### config.mk
export PLATFORM = sky130hd
export DESIGN_NAME = mc_datapath
export DESIGN_NICKNAME = d
export VERILOG_FILES = /design/src/rtl/mc_pkg.sv /design/src/rtl/mc_regfile.sv /design/src/rtl/mc_datapath.sv
export SDC_FILE = /design/constraint.sdc
export NUM_CORES = 2
export LEC_CHECK = 0
export ABC_AREA = 1
export CORE_MARGIN = 5
export CORE_UTILIZATION = 25
export CTS_CLUSTER_SIZE = 30
export DETAILED_ROUTE_END_ITERATION = 10
export REMOVE_ABC_BUFFERS = 1
export SETUP_SLACK_MARGIN = 0.3
export SLEW_MARGIN = 20
export SYNTH_ARGS = -nofsm -noshare
export SYNTH_HDL_FRONTEND = slang
export SYNTH_SLANG_ARGS = --single-unit
export TNS_END_PERCENT = 20
### constraint.sdc
create_clock -name clk -period 3.1 [get_ports clk]
set_input_delay 0.62 -clock clk [delete_from_list [all_inputs] [get_ports clk]]
set_output_delay 0.62 -clock clk [all_outputs]
set_load 0.02 [all_outputs]
### src/rtl/mc_pkg.sv
// Shared definitions for the multi-cycle MIPS-subset datapath: sequencer states,
// instruction encodings, ALU operations and the decode helpers used by the top.
package mc_pkg;

   typedef enum logic [2:0] {
      ST_BOOT,
      ST_FETCH,
      ST_DECODE,
      ST_EXEC,
      ST_MEM,
      ST_WB,
      ST_TRAP
   } state_e;

   typedef enum logic [2:0] {
      ALU_ADD,
      ALU_SUB,
      ALU_AND,
      ALU_OR,
      ALU_SLT
   } alu_op_e;

   localparam logic [5:0] OP_RTYPE = 6'h00;
   localparam logic [5:0] OP_LW    = 6'h23;
   localparam logic [5:0] OP_SW    = 6'h2B;
   localparam logic [5:0] OP_BEQ   = 6'h04;
   localparam logic [5:0] OP_ADDI  = 6'h08;
   localparam logic [5:0] OP_J     = 6'h02;
   localparam logic [5:0] OP_JAL   = 6'h03;

   localparam logic [5:0] FN_ADD = 6'h20;
   localparam logic [5:0] FN_SUB = 6'h22;
   localparam logic [5:0] FN_AND = 6'h24;
   localparam logic [5:0] FN_OR  = 6'h25;
   localparam logic [5:0] FN_SLT = 6'h2A;
   localparam logic [5:0] FN_JR  = 6'h08;

   // Anything not listed here traps; R-type is legal only for the known functs.
   function automatic logic is_legal(input logic [5:0] op, input logic [5:0] fn);
      logic ok;
      ok = 1'b0;
      case (op)
         OP_RTYPE: ok = (fn == FN_ADD) || (fn == FN_SUB) || (fn == FN_AND) ||
                        (fn == FN_OR)  || (fn == FN_SLT) || (fn == FN_JR);
         OP_LW, OP_SW, OP_BEQ, OP_ADDI, OP_J, OP_JAL: ok = 1'b1;
         default: ok = 1'b0;
      endcase
      return ok;
   endfunction

   function automatic alu_op_e alu_op_of(input logic [5:0] op, input logic [5:0] fn);
      alu_op_e r;
      r = ALU_ADD;
      if (op == OP_BEQ) begin
         r = ALU_SUB;
      end else if (op == OP_RTYPE) begin
         case (fn)
            FN_SUB:  r = ALU_SUB;
            FN_AND:  r = ALU_AND;
            FN_OR:   r = ALU_OR;
            FN_SLT:  r = ALU_SLT;
            default: r = ALU_ADD;
         endcase
      end
      return r;
   endfunction

endpackage

### src/rtl/mc_regfile.sv
// General-purpose register file: two combinational read ports, one synchronous
// write port. Register 0 reads as zero and ignores writes; contents are not reset.
module mc_regfile
   import mc_pkg::*;
#(
   parameter int DATA_W = 32,
   parameter int NREGS  = 32
) (
   input  logic                     clk,
   input  logic [$clog2(NREGS)-1:0] ra_a,
   input  logic [$clog2(NREGS)-1:0] ra_b,
   output logic [DATA_W-1:0]        rd_a,
   output logic [DATA_W-1:0]        rd_b,
   input  logic                     we,
   input  logic [$clog2(NREGS)-1:0] wa,
   input  logic [DATA_W-1:0]        wd
);

   logic [DATA_W-1:0] regs_q [NREGS];

   always_ff @(posedge clk) begin
      if (we && (wa != '0)) begin
         regs_q[wa] <= wd;
      end
   end

   assign rd_a = (ra_a == '0) ? '0 : regs_q[ra_a];
   assign rd_b = (ra_b == '0) ? '0 : regs_q[ra_b];

endmodule

### src/rtl/mc_datapath.sv
// Multi-cycle MIPS-subset datapath with its own sequencer and a single shared
// instruction/data memory port that tolerates wait states.
module mc_datapath
   import mc_pkg::*;
#(
   parameter int                DATA_W   = 32,
   parameter logic [DATA_W-1:0] RESET_PC = '0,
   parameter int                NREGS    = 32
) (
   input  logic              clk,
   input  logic              rst,
   output logic              mem_req,
   output logic              mem_we,
   output logic [DATA_W-1:0] mem_addr,
   output logic [DATA_W-1:0] mem_wdata,
   input  logic [DATA_W-1:0] mem_rdata,
   input  logic              mem_ready,
   output logic              halted,
   output logic [DATA_W-1:0] dbg_pc,
   output logic [31:0]       instret
);

   localparam int AW = $clog2(NREGS);

   state_e            state_q, state_d;
   logic [DATA_W-1:0] pc_q, pc_d;
   logic [31:0]       ir_q, ir_d;
   logic [DATA_W-1:0] mdr_q, mdr_d;
   logic [DATA_W-1:0] a_q, a_d;
   logic [DATA_W-1:0] b_q, b_d;
   logic [DATA_W-1:0] alu_out_q, alu_out_d;
   logic [31:0]       instret_q, instret_d;

   logic [5:0]        opcode, funct;
   logic [AW-1:0]     rs_idx, rt_idx, rd_idx;
   logic [DATA_W-1:0] imm_sext, br_off, jmp_tgt;
   logic [DATA_W-1:0] rf_rd_a, rf_rd_b;
   logic              rf_we;
   logic [AW-1:0]     rf_wa;
   logic [DATA_W-1:0] rf_wd;
   logic              retire;
   alu_op_e           alu_op;
   logic [DATA_W-1:0] alu_b, alu_res;
   logic              unused_shamt;

   // Register indices are taken modulo NREGS by keeping only the low bits.
   assign opcode   = ir_q[31:26];
   assign funct    = ir_q[5:0];
   assign rs_idx   = ir_q[21 +: AW];
   assign rt_idx   = ir_q[16 +: AW];
   assign rd_idx   = ir_q[11 +: AW];
   assign imm_sext = {{(DATA_W-16){ir_q[15]}}, ir_q[15:0]};
   assign br_off   = {imm_sext[DATA_W-3:0], 2'b00};
   assign jmp_tgt  = {pc_q[DATA_W-1:28], ir_q[25:0], 2'b00};
   assign unused_shamt = ^ir_q[10:6];

   mc_regfile #(
      .DATA_W (DATA_W),
      .NREGS  (NREGS)
   ) u_rf (
      .clk  (clk),
      .ra_a (rs_idx),
      .ra_b (rt_idx),
      .rd_a (rf_rd_a),
      .rd_b (rf_rd_b),
      .we   (rf_we),
      .wa   (rf_wa),
      .wd   (rf_wd)
   );

   always_comb begin
      alu_op  = alu_op_of(opcode, funct);
      alu_b   = ((opcode == OP_RTYPE) || (opcode == OP_BEQ)) ? b_q : imm_sext;
      alu_res = '0;
      case (alu_op)
         ALU_ADD: alu_res = a_q + alu_b;
         ALU_SUB: alu_res = a_q - alu_b;
         ALU_AND: alu_res = a_q & alu_b;
         ALU_OR:  alu_res = a_q | alu_b;
         ALU_SLT: alu_res[0] = ($signed(a_q) < $signed(alu_b));
         default: alu_res = '0;
      endcase
   end

   // Memory handshake: an access is presented while mem_req=1 and completes on
   // the rising edge where mem_ready=1; address, we and wdata come from state or
   // registers that do not change until that edge, so they hold through stalls.
   // mem_ready is ignored whenever mem_req=0.
   always_comb begin
      state_d   = state_q;
      pc_d      = pc_q;
      ir_d      = ir_q;
      mdr_d     = mdr_q;
      a_d       = a_q;
      b_d       = b_q;
      alu_out_d = alu_out_q;
      retire    = 1'b0;
      rf_we     = 1'b0;
      rf_wa     = '0;
      rf_wd     = '0;
      mem_req   = 1'b0;
      mem_we    = 1'b0;
      mem_addr  = pc_q;

      case (state_q)
         ST_BOOT: begin
            state_d = ST_FETCH;
         end

         ST_FETCH: begin
            mem_req = 1'b1;
            if (mem_ready) begin
               ir_d    = mem_rdata[31:0];
               pc_d    = pc_q + DATA_W'(4);
               state_d = ST_DECODE;
            end
         end

         ST_DECODE: begin
            a_d = rf_rd_a;
            b_d = rf_rd_b;
            if (!is_legal(opcode, funct)) begin
               state_d = ST_TRAP;
            end else if ((opcode == OP_J) || (opcode == OP_JAL)) begin
               pc_d    = jmp_tgt;
               retire  = 1'b1;
               state_d = ST_FETCH;
               // pc_q already holds the incremented PC, which is the link value.
               if (opcode == OP_JAL) begin
                  rf_we = 1'b1;
                  rf_wa = '1;
                  rf_wd = pc_q;
               end
            end else if ((opcode == OP_RTYPE) && (funct == FN_JR)) begin
               pc_d    = rf_rd_a;
               retire  = 1'b1;
               state_d = ST_FETCH;
            end else begin
               state_d = ST_EXEC;
            end
         end

         ST_EXEC: begin
            alu_out_d = alu_res;
            if (opcode == OP_BEQ) begin
               if (a_q == b_q) begin
                  pc_d = pc_q + br_off;
               end
               retire  = 1'b1;
               state_d = ST_FETCH;
            end else if ((opcode == OP_LW) || (opcode == OP_SW)) begin
               state_d = ST_MEM;
            end else begin
               state_d = ST_WB;
            end
         end

         ST_MEM: begin
            mem_req  = 1'b1;
            mem_we   = (opcode == OP_SW);
            mem_addr = alu_out_q;
            if (mem_ready) begin
               if (opcode == OP_SW) begin
                  retire  = 1'b1;
                  state_d = ST_FETCH;
               end else begin
                  mdr_d   = mem_rdata;
                  state_d = ST_WB;
               end
            end
         end

         ST_WB: begin
            rf_we   = 1'b1;
            rf_wa   = (opcode == OP_RTYPE) ? rd_idx : rt_idx;
            rf_wd   = (opcode == OP_LW) ? mdr_q : alu_out_q;
            retire  = 1'b1;
            state_d = ST_FETCH;
         end

         ST_TRAP: begin
            state_d = ST_TRAP;
         end

         default: begin
            state_d = ST_TRAP;
         end
      endcase

      instret_d = instret_q + 32'(retire);
   end

   always_ff @(posedge clk or negedge rst) begin
      if (!rst) begin
         state_q   <= ST_BOOT;
         pc_q      <= RESET_PC;
         ir_q      <= '0;
         mdr_q     <= '0;
         a_q       <= '0;
         b_q       <= '0;
         alu_out_q <= '0;
         instret_q <= '0;
      end else begin
         state_q   <= state_d;
         pc_q      <= pc_d;
         ir_q      <= ir_d;
         mdr_q     <= mdr_d;
         a_q       <= a_d;
         b_q       <= b_d;
         alu_out_q <= alu_out_d;
         instret_q <= instret_d;
      end
   end

   assign mem_wdata = b_q;
   assign halted    = (state_q == ST_TRAP);
   assign dbg_pc    = pc_q;
   assign instret   = instret_q;

endmodule
Word-level counts from Yosys, hierarchy flattened
Memory sizes are Yosys's and may differ from the RTL's.
Index checks and enable logic that the tools add are counted.
W data, S select, Z words.
{ "totals": {"reg_bits": 227, "ram_bits": 1024, "in_bits": 35, "word_cells": 127, "n_memories": 1} }
{ "memory_table": {"columns": ["memory", "depth", "word_bits", "rd", "rd_clocked_by_memory_dff", "wr", "line_no", "source"], "rows": [
  ["u_rf.regs_q", 32, 32, 2, 0, 1, "mc_regfile.sv:19", "logic [DATA_W-1:0] regs_q [NREGS];"]
]} }
{ "op_classes": {"add_sub_neg": 5, "n_lt_le_gt_ge": 1, "eq_ne": 31, "mux": 52, "bitwise_logic": 3, "reduce_logical": 25} }
{ "ops": {"columns": ["op", "count"], "rows": [
  ["$mux W32", 14],
  ["$pmux W31 S4", 1],
  ["$pmux W32 S3", 1],
  ["$add A32 B32 Y32", 2],
  ["$pmux W32 S2", 1],
  ["$eq A6 B6 Y1 const B", 7],
  ["$add A32 B1 Y32", 1],
  ["$add A32 B3 Y32 const B", 1],
  ["$and A32 B32 Y32", 1],
  ["$eq A32 B32 Y1", 1],
  ["$lt A32 B32 Y1", 1],
  ["$or A32 B32 Y32", 1],
  ["$sub A32 B32 Y32", 1],
  ["$mux W3", 7],
  ["$mux W5", 4],
  ["$mux W1", 15],
  ["$pmux W3 S5", 1],
  ["$ne A2 B2 Y1 const B", 7],
  ["$eq A3 B2 Y1 const B", 4],
  ["$eq A3 B3 Y1 const B", 4],
  ["$eq A6 B2 Y1 const B", 2],
  ["$eq A6 B4 Y1 const B", 2],
  ["$pmux W3 S4", 1],
  ["$logic_not A5 Y1", 2],
  ["21 further kinds", 35]
]} }

Depth between registers and ports, before layout
{ "logic_depth": {"depth_word": 14, "mapped_depth": 26, "mapped_depth_nobuf": 24} }

By module
Synthesis repeated with hierarchy kept, for this count alone.
{ "unflattened": {"hier_cells": 9116, "area_unflattened_um2": 71422.2} }
{ "modules_own_cells": {"columns": ["module", "instances", "cells_each", "area_each_um2", "seq_area_each_um2"], "rows": [
  ["mc_regfile", 1, 5972, 51687.1, 30749.5],
  ["mc_datapath", 1, 3144, 19735.2, 5680.4]
]} }

Least setup slack after synthesis
Ideal clock, no wire load.
{ "synth_timing": {"kind": "register -> register", "from": "register ir_q[31]", "to": "memory u_rf.regs_q[5][0], enable pin", "setup_time_ps": 421, "arrival_time_ps": 2835, "required_ps": 2679, "slack_ps": -156, "stages_incl_launch_ff": 9, "n_path_buf": 1, "synth_period_minus_slack_ps": 3256, "path_cell_list": "dfrtp_1 -> nor2_8 -> nand3_4 -> buf_6 -> o211ai_2 -> nand2_2 -> nor2_4 -> nand2_1 -> nor2_1"} }
{ "synth_via": {"elab_chain_len": 10} }
{ "synth_lines": {"columns": ["element", "line_no", "source"], "rows": [
  ["from (decl)", "mc_datapath.sv:27", "logic [31:0] ir_q, ir_d;"],
  ["from (signal assigned)", "mc_datapath.sv:206", "ir_q <= ir_d;"],
  ["$eq A6 B3 Y1 (tied with other cells)", "mc_pkg.sv:42", "case (op)"],
  ["$reduce_or A6 Y1", "mc_pkg.sv:42", null],
  ["$pmux W1 S2", "mc_pkg.sv:42", null],
  ["$mux W1", "mc_datapath.sv:105", "case (state_q)"],
  ["$mux W5", "mc_datapath.sv:122", "if (!is_legal(opcode, funct)) begin"],
  ["$pmux W5 S2", "mc_datapath.sv:105", null],
  ["$reduce_bool A5 Y1", "mc_regfile.sv:22", "if (we && (wa != '0)) begin"],
  ["$logic_and A1 B1 Y1", "mc_regfile.sv:22", null],
  ["$mux W1", "mc_regfile.sv:22", null],
  ["$mux W1 (not written as such)", "mc_regfile.sv:23", "regs_q[wa] <= wd;"],
  ["to (decl)", "mc_regfile.sv:19", null]
]} }
Several ways; a longest one is shown, not always the timed one. The select of a mux whose other input is x is not followed.

Worst setup path after layout
{ "layout_timing": {"from": "register ir_q[26]", "to": "register alu_out_q[22]"} }
{ "layout_via": {"elab_chain_len": 5} }
{ "layout_lines": {"columns": ["element", "line_no", "source"], "rows": [
  ["$eq A6 B3 Y1 / $logic_not A6 Y1 (equally long branches)", "mc_pkg.sv:54, mc_datapath.sv:73, mc_pkg.sv:56", null],
  ["$logic_or A1 B1 Y1 / $mux W3 (equally long branches)", "mc_datapath.sv:73, mc_pkg.sv:56", null],
  ["$mux W32 / $mux W3 (equally long branches)", "mc_datapath.sv:73, mc_pkg.sv:54", null],
  ["$sub A32 B32 Y32 (tied with other cells)", "mc_datapath.sv:77", "ALU_SUB: alu_res = a_q - alu_b;"],
  ["$pmux W31 S4 *", "mc_datapath.sv:75", "case (alu_op)"],
  ["to (signal assigned)", "mc_datapath.sv:210", "alu_out_q <= alu_out_d;"],
  ["to (decl)", "mc_datapath.sv:31", "logic [DATA_W-1:0] alu_out_q, alu_out_d;"]
]} }
Every way passes the cells marked *; elsewhere a longest branch is shown, timed or not.
A chain may end at the register's enable or synchronous reset.

==> results.md <==
- Initial DRC count: 8419
- Pre-CTS setup slack: -0.292 ns
- Synth cell types: 57
- Die width: 540 um
- Worst setup EP type: flip-flop
- Fin crit share: 1.02
- Placed Instance Area: 80700 um^2
- Layout cell share with drive strength beyond 1: 0.188
- Post-synth EDFFs: 1024
- Skew-Pair Late Insertion Delay: 0.82 ns
- Failing checks: DRC, setup timing
- CP Class: flip-flop to flip-flop
- Max IR drop VDD: 0.000605 V
- Status: finished with violations
- Adder-cell share of the synthesized area: 0.0247
- Leading area contributor after synthesis: edfxtp_1
- Final GP Congestion: 0.959
- Setup crit start kind: flip-flop
- Setup ws final: -0.0590 ns
- Die Ht: 540 um
- Final hold vios: 0
- Number of global-route vias before repair: 62057
- Bufs on Longest Clock Path: 3
- Final instance area: 90000 um^2
- Layout area overhead: 28.1%
- GR Overflow Total: 0
- Dominant cells by area after synthesis: edfxtp_1 (44%), nand2_1 (13%), dfrtp_1 (8.1%)
- Worst slew margin: 0.317
- Simple-gate share of the synthesized area: 0.259
- Max-slew violations: 0
- Max Cap Viol: 0
- Synth Cell Area: 70200 um^2
- Via count: 66510
- First-pass GRT wire length: 434 mm
- H-Tree Depth: 4
- Slowest cell delay on critical path: 0.42 ns
- Hold WS: 0.354 ns
- Drt drc: 1
- P_leak: 35.9 nW
- CP max-delay cell: dfrtp_1
- Post-synthesis xor/xnor area fraction: 0.00860
- Clock Skews: 0.0454 ns
- Starting Density: 0.251
- CP delay by family, top: simple AND/OR/NAND/NOR gates
- Total power: 99.7 mW
- Most frequent cell after synthesis: nand2_1
- Wire per inst: 23.8 um
- Core footprint: 280000 um^2
- Die area: 292000 um^2
- Main combinational cell family by area after synthesis: simple AND/OR/NAND/NOR gates
- Setup violators final: 8
- Power Dens Cells: 1110 nW/um^2
- Asr flop ratio synth: 0.181
- Fmax achieved: 317 MHz
- Port Buffers: 165
- Unrepaired setup endpoints after global routing: true
- Final Net Count: 9131
- Clock sinks: 1251
- Mux contribution to synthesized area: 0
- CTS tree: yes
- Hold Path Class: primary input to async pin
- Max FO, Critical Path: 5
- Synthesized area per cell: 8.33 um^2
- Io pins: 166
- Synth Area in Compound Gates: 0.121
- Crit path DAT: 3.86 ns
- FF+latch count, synth: 1251
- Area share of the largest cell type after synthesis: 0.438
- TritonRoute pass-1 iters: 9
- Least-Margin Pin Slew: 1.01 ns
- Antenna Nets Post-Route: 0
- Cell row count: 194
- Post-synth top cells: nand2_1 (2366), edfxtp_1 (1024), nand3_1 (996)
- CTS root buffer: clkbuf_16
- Sequential share of the synthesized area: 0.519
- Yosys warning count: 0
- CTS clk-pin slew, worst paths: 0.06 ns
- Detailed placement HPWL: 197 mm
- GRT Total Usage: 0.199
- CP Buf/Inv Count: 8
- Tmin final: 3.16 ns
- Initial antenna violation count: 9
- Ys flop type: edfxtp_1
- Largest net degree at the start of global routing: 135
- Fill count: 28820
- Num CTS Buffers: 146
- Most used cell, CP: buf_6
- Routed wire length: 305 mm
- Req. time, crit path: 3.80 ns
- Via density: 5.19
- Mapped Cells: 8433
[placed cells by master (no fill, tap or decap), types with 65 or more instances in the layout]
| master | Yosys | routed |
|---|---|---|
| clkbuf_16 | 0 | 147 |
| o21ai_0 | 888 | 775 |
| edfxtp_1 | 1024 | 1024 |
| buf_4 | 59 | 538 |
| buf_12 | 0 | 145 |
| nand2_1 | 2366 | 2196 |
| o22ai_1 | 191 | 191 |
| nor2_1 | 772 | 658 |
| nand2_2 | 7 | 148 |
| dfrtp_1 | 227 | 212 |
| nand3_1 | 996 | 950 |
| nand4_1 | 77 | 77 |
| clkdlybuf4s50_1 | 0 | 122 |
| o21ai_1 | 52 | 81 |
| o211ai_1 | 94 | 94 |
| nor2_4 | 6 | 84 |
| inv_2 | 13 | 65 |
| inv_1 | 545 | 484 |
| a21oi_1 | 219 | 160 |
| ha_1 | 134 | 78 |
[metrics by stage]
stage | TNS, ns | utilization | std cells
after floorplan | - | - | 7913
after global placement | -4.98 | 0.289 | 12406
after detailed placement | -6.77 | 0.289 | 12406
after CTS | -0.253 | 0.315 | 12758
after global routing | -7.12 | 0.322 | 12806
final | -0.247 | 0.322 | 12808
[what timing repair did]
item                                    in CTS  in global routing
pin swaps                                  135                106
buffers inserted                            75                 47
cloned                                       6                  0
hold buffers                                 1                  0
resized for setup                          651                396
endpoints found under the setup margin     190                703
hold endpoints to repair                    36                  0
[per-layer routing]
metal,vias up,global-route usage,part of all wire
li1,29808,-,-
met1,31875,0.250,0.37
met2,3955,0.304,0.44
met3,864,0.0433,0.10
met4,8,0.145,0.086
met5,-,0,0.00016
[worst register-to-register path: stages (launching register included)]
cell and delay [ns]:
dfrtp_1 0.42, nor2_4 0.19, nand4_4 0.12, buf_12 0.16
nand2_8 0.09, buf_6 0.10, buf_6 0.08, buf_6 0.08
buf_6 0.10, nand2_4 0.05, o21ai_4 0.10, ha_4 0.18
inv_2 0.04, fa_2 0.35, inv_4 0.10, buf_6 0.11
nand2_2 0.05, nand3b_1 0.13, nand2_2 0.09, nand2_4 0.11
nand2_2 0.07, nand2_1 0.06, nand2_1 0.04, nand3_1 0.06
nand3b_1 0.08, nand2_1 0.06, nand2_1 0.05
[logic make-up (layout without fill, tap and decap cells)]
family | Yosys count | count (layout)
compound gates | 1531 | 1531
fa+ha+maj | 137 | 137
simple gates | 4330 | 4331
xor+xnor | 69 | 69
buf+inv | 1114 | 1730
flops | 1251 | 1251
other cells | 1 | 35
[path summary, 6_finish.rpt]
path,depth (start not counted),start,end,slack [ns]
worst max register to register,26,ir_q[26],alu_out_q[22],-0.06
worst min register to register,1,instret[31],instret[31],0.48
max in group asynchronous,3,rst,ir_q[21],1.94
worst max-delay path,26,ir_q[26],alu_out_q[22],-0.06
worst min-delay path,2,rst,mem_wdata[24],0.35
min in group clk,3,mem_rdata[30],ir_q[30],0.41
[power breakdown]
part	internal, mW	switching [mW]	leakage, nW
logic	20.9	38.4	21.3
clock network	10.5	7.46	2.39
registers	20.2	2.31	12.2
[state kept, by name, indices dropped and copies added (netlist names)]
signal / count
ir_q: 32
u_rf.regs_q: 1024
dbg_pc: 32
mdr_q: 32
alu_out_q: 32
state_q: 3
instret: 32
mem_wdata: 32
a_q: 32
[final cells by class]
cell class | instances | area (um^2) | area share
antenna | 3 | 7.51 | 0.0000834
multi-input combinational | 6100 | 32500 | 0.361
clock inverter | 84 | 1070 | 0.0119
inverter | 563 | 2190 | 0.0243
tap | 3724 | 4660 | 0.0518
sequential | 1251 | 36500 | 0.405
clock buffer | 186 | 3860 | 0.0430
timing repair buffer | 897 | 9210 | 0.102
Power figures use the tool's default switching activity.
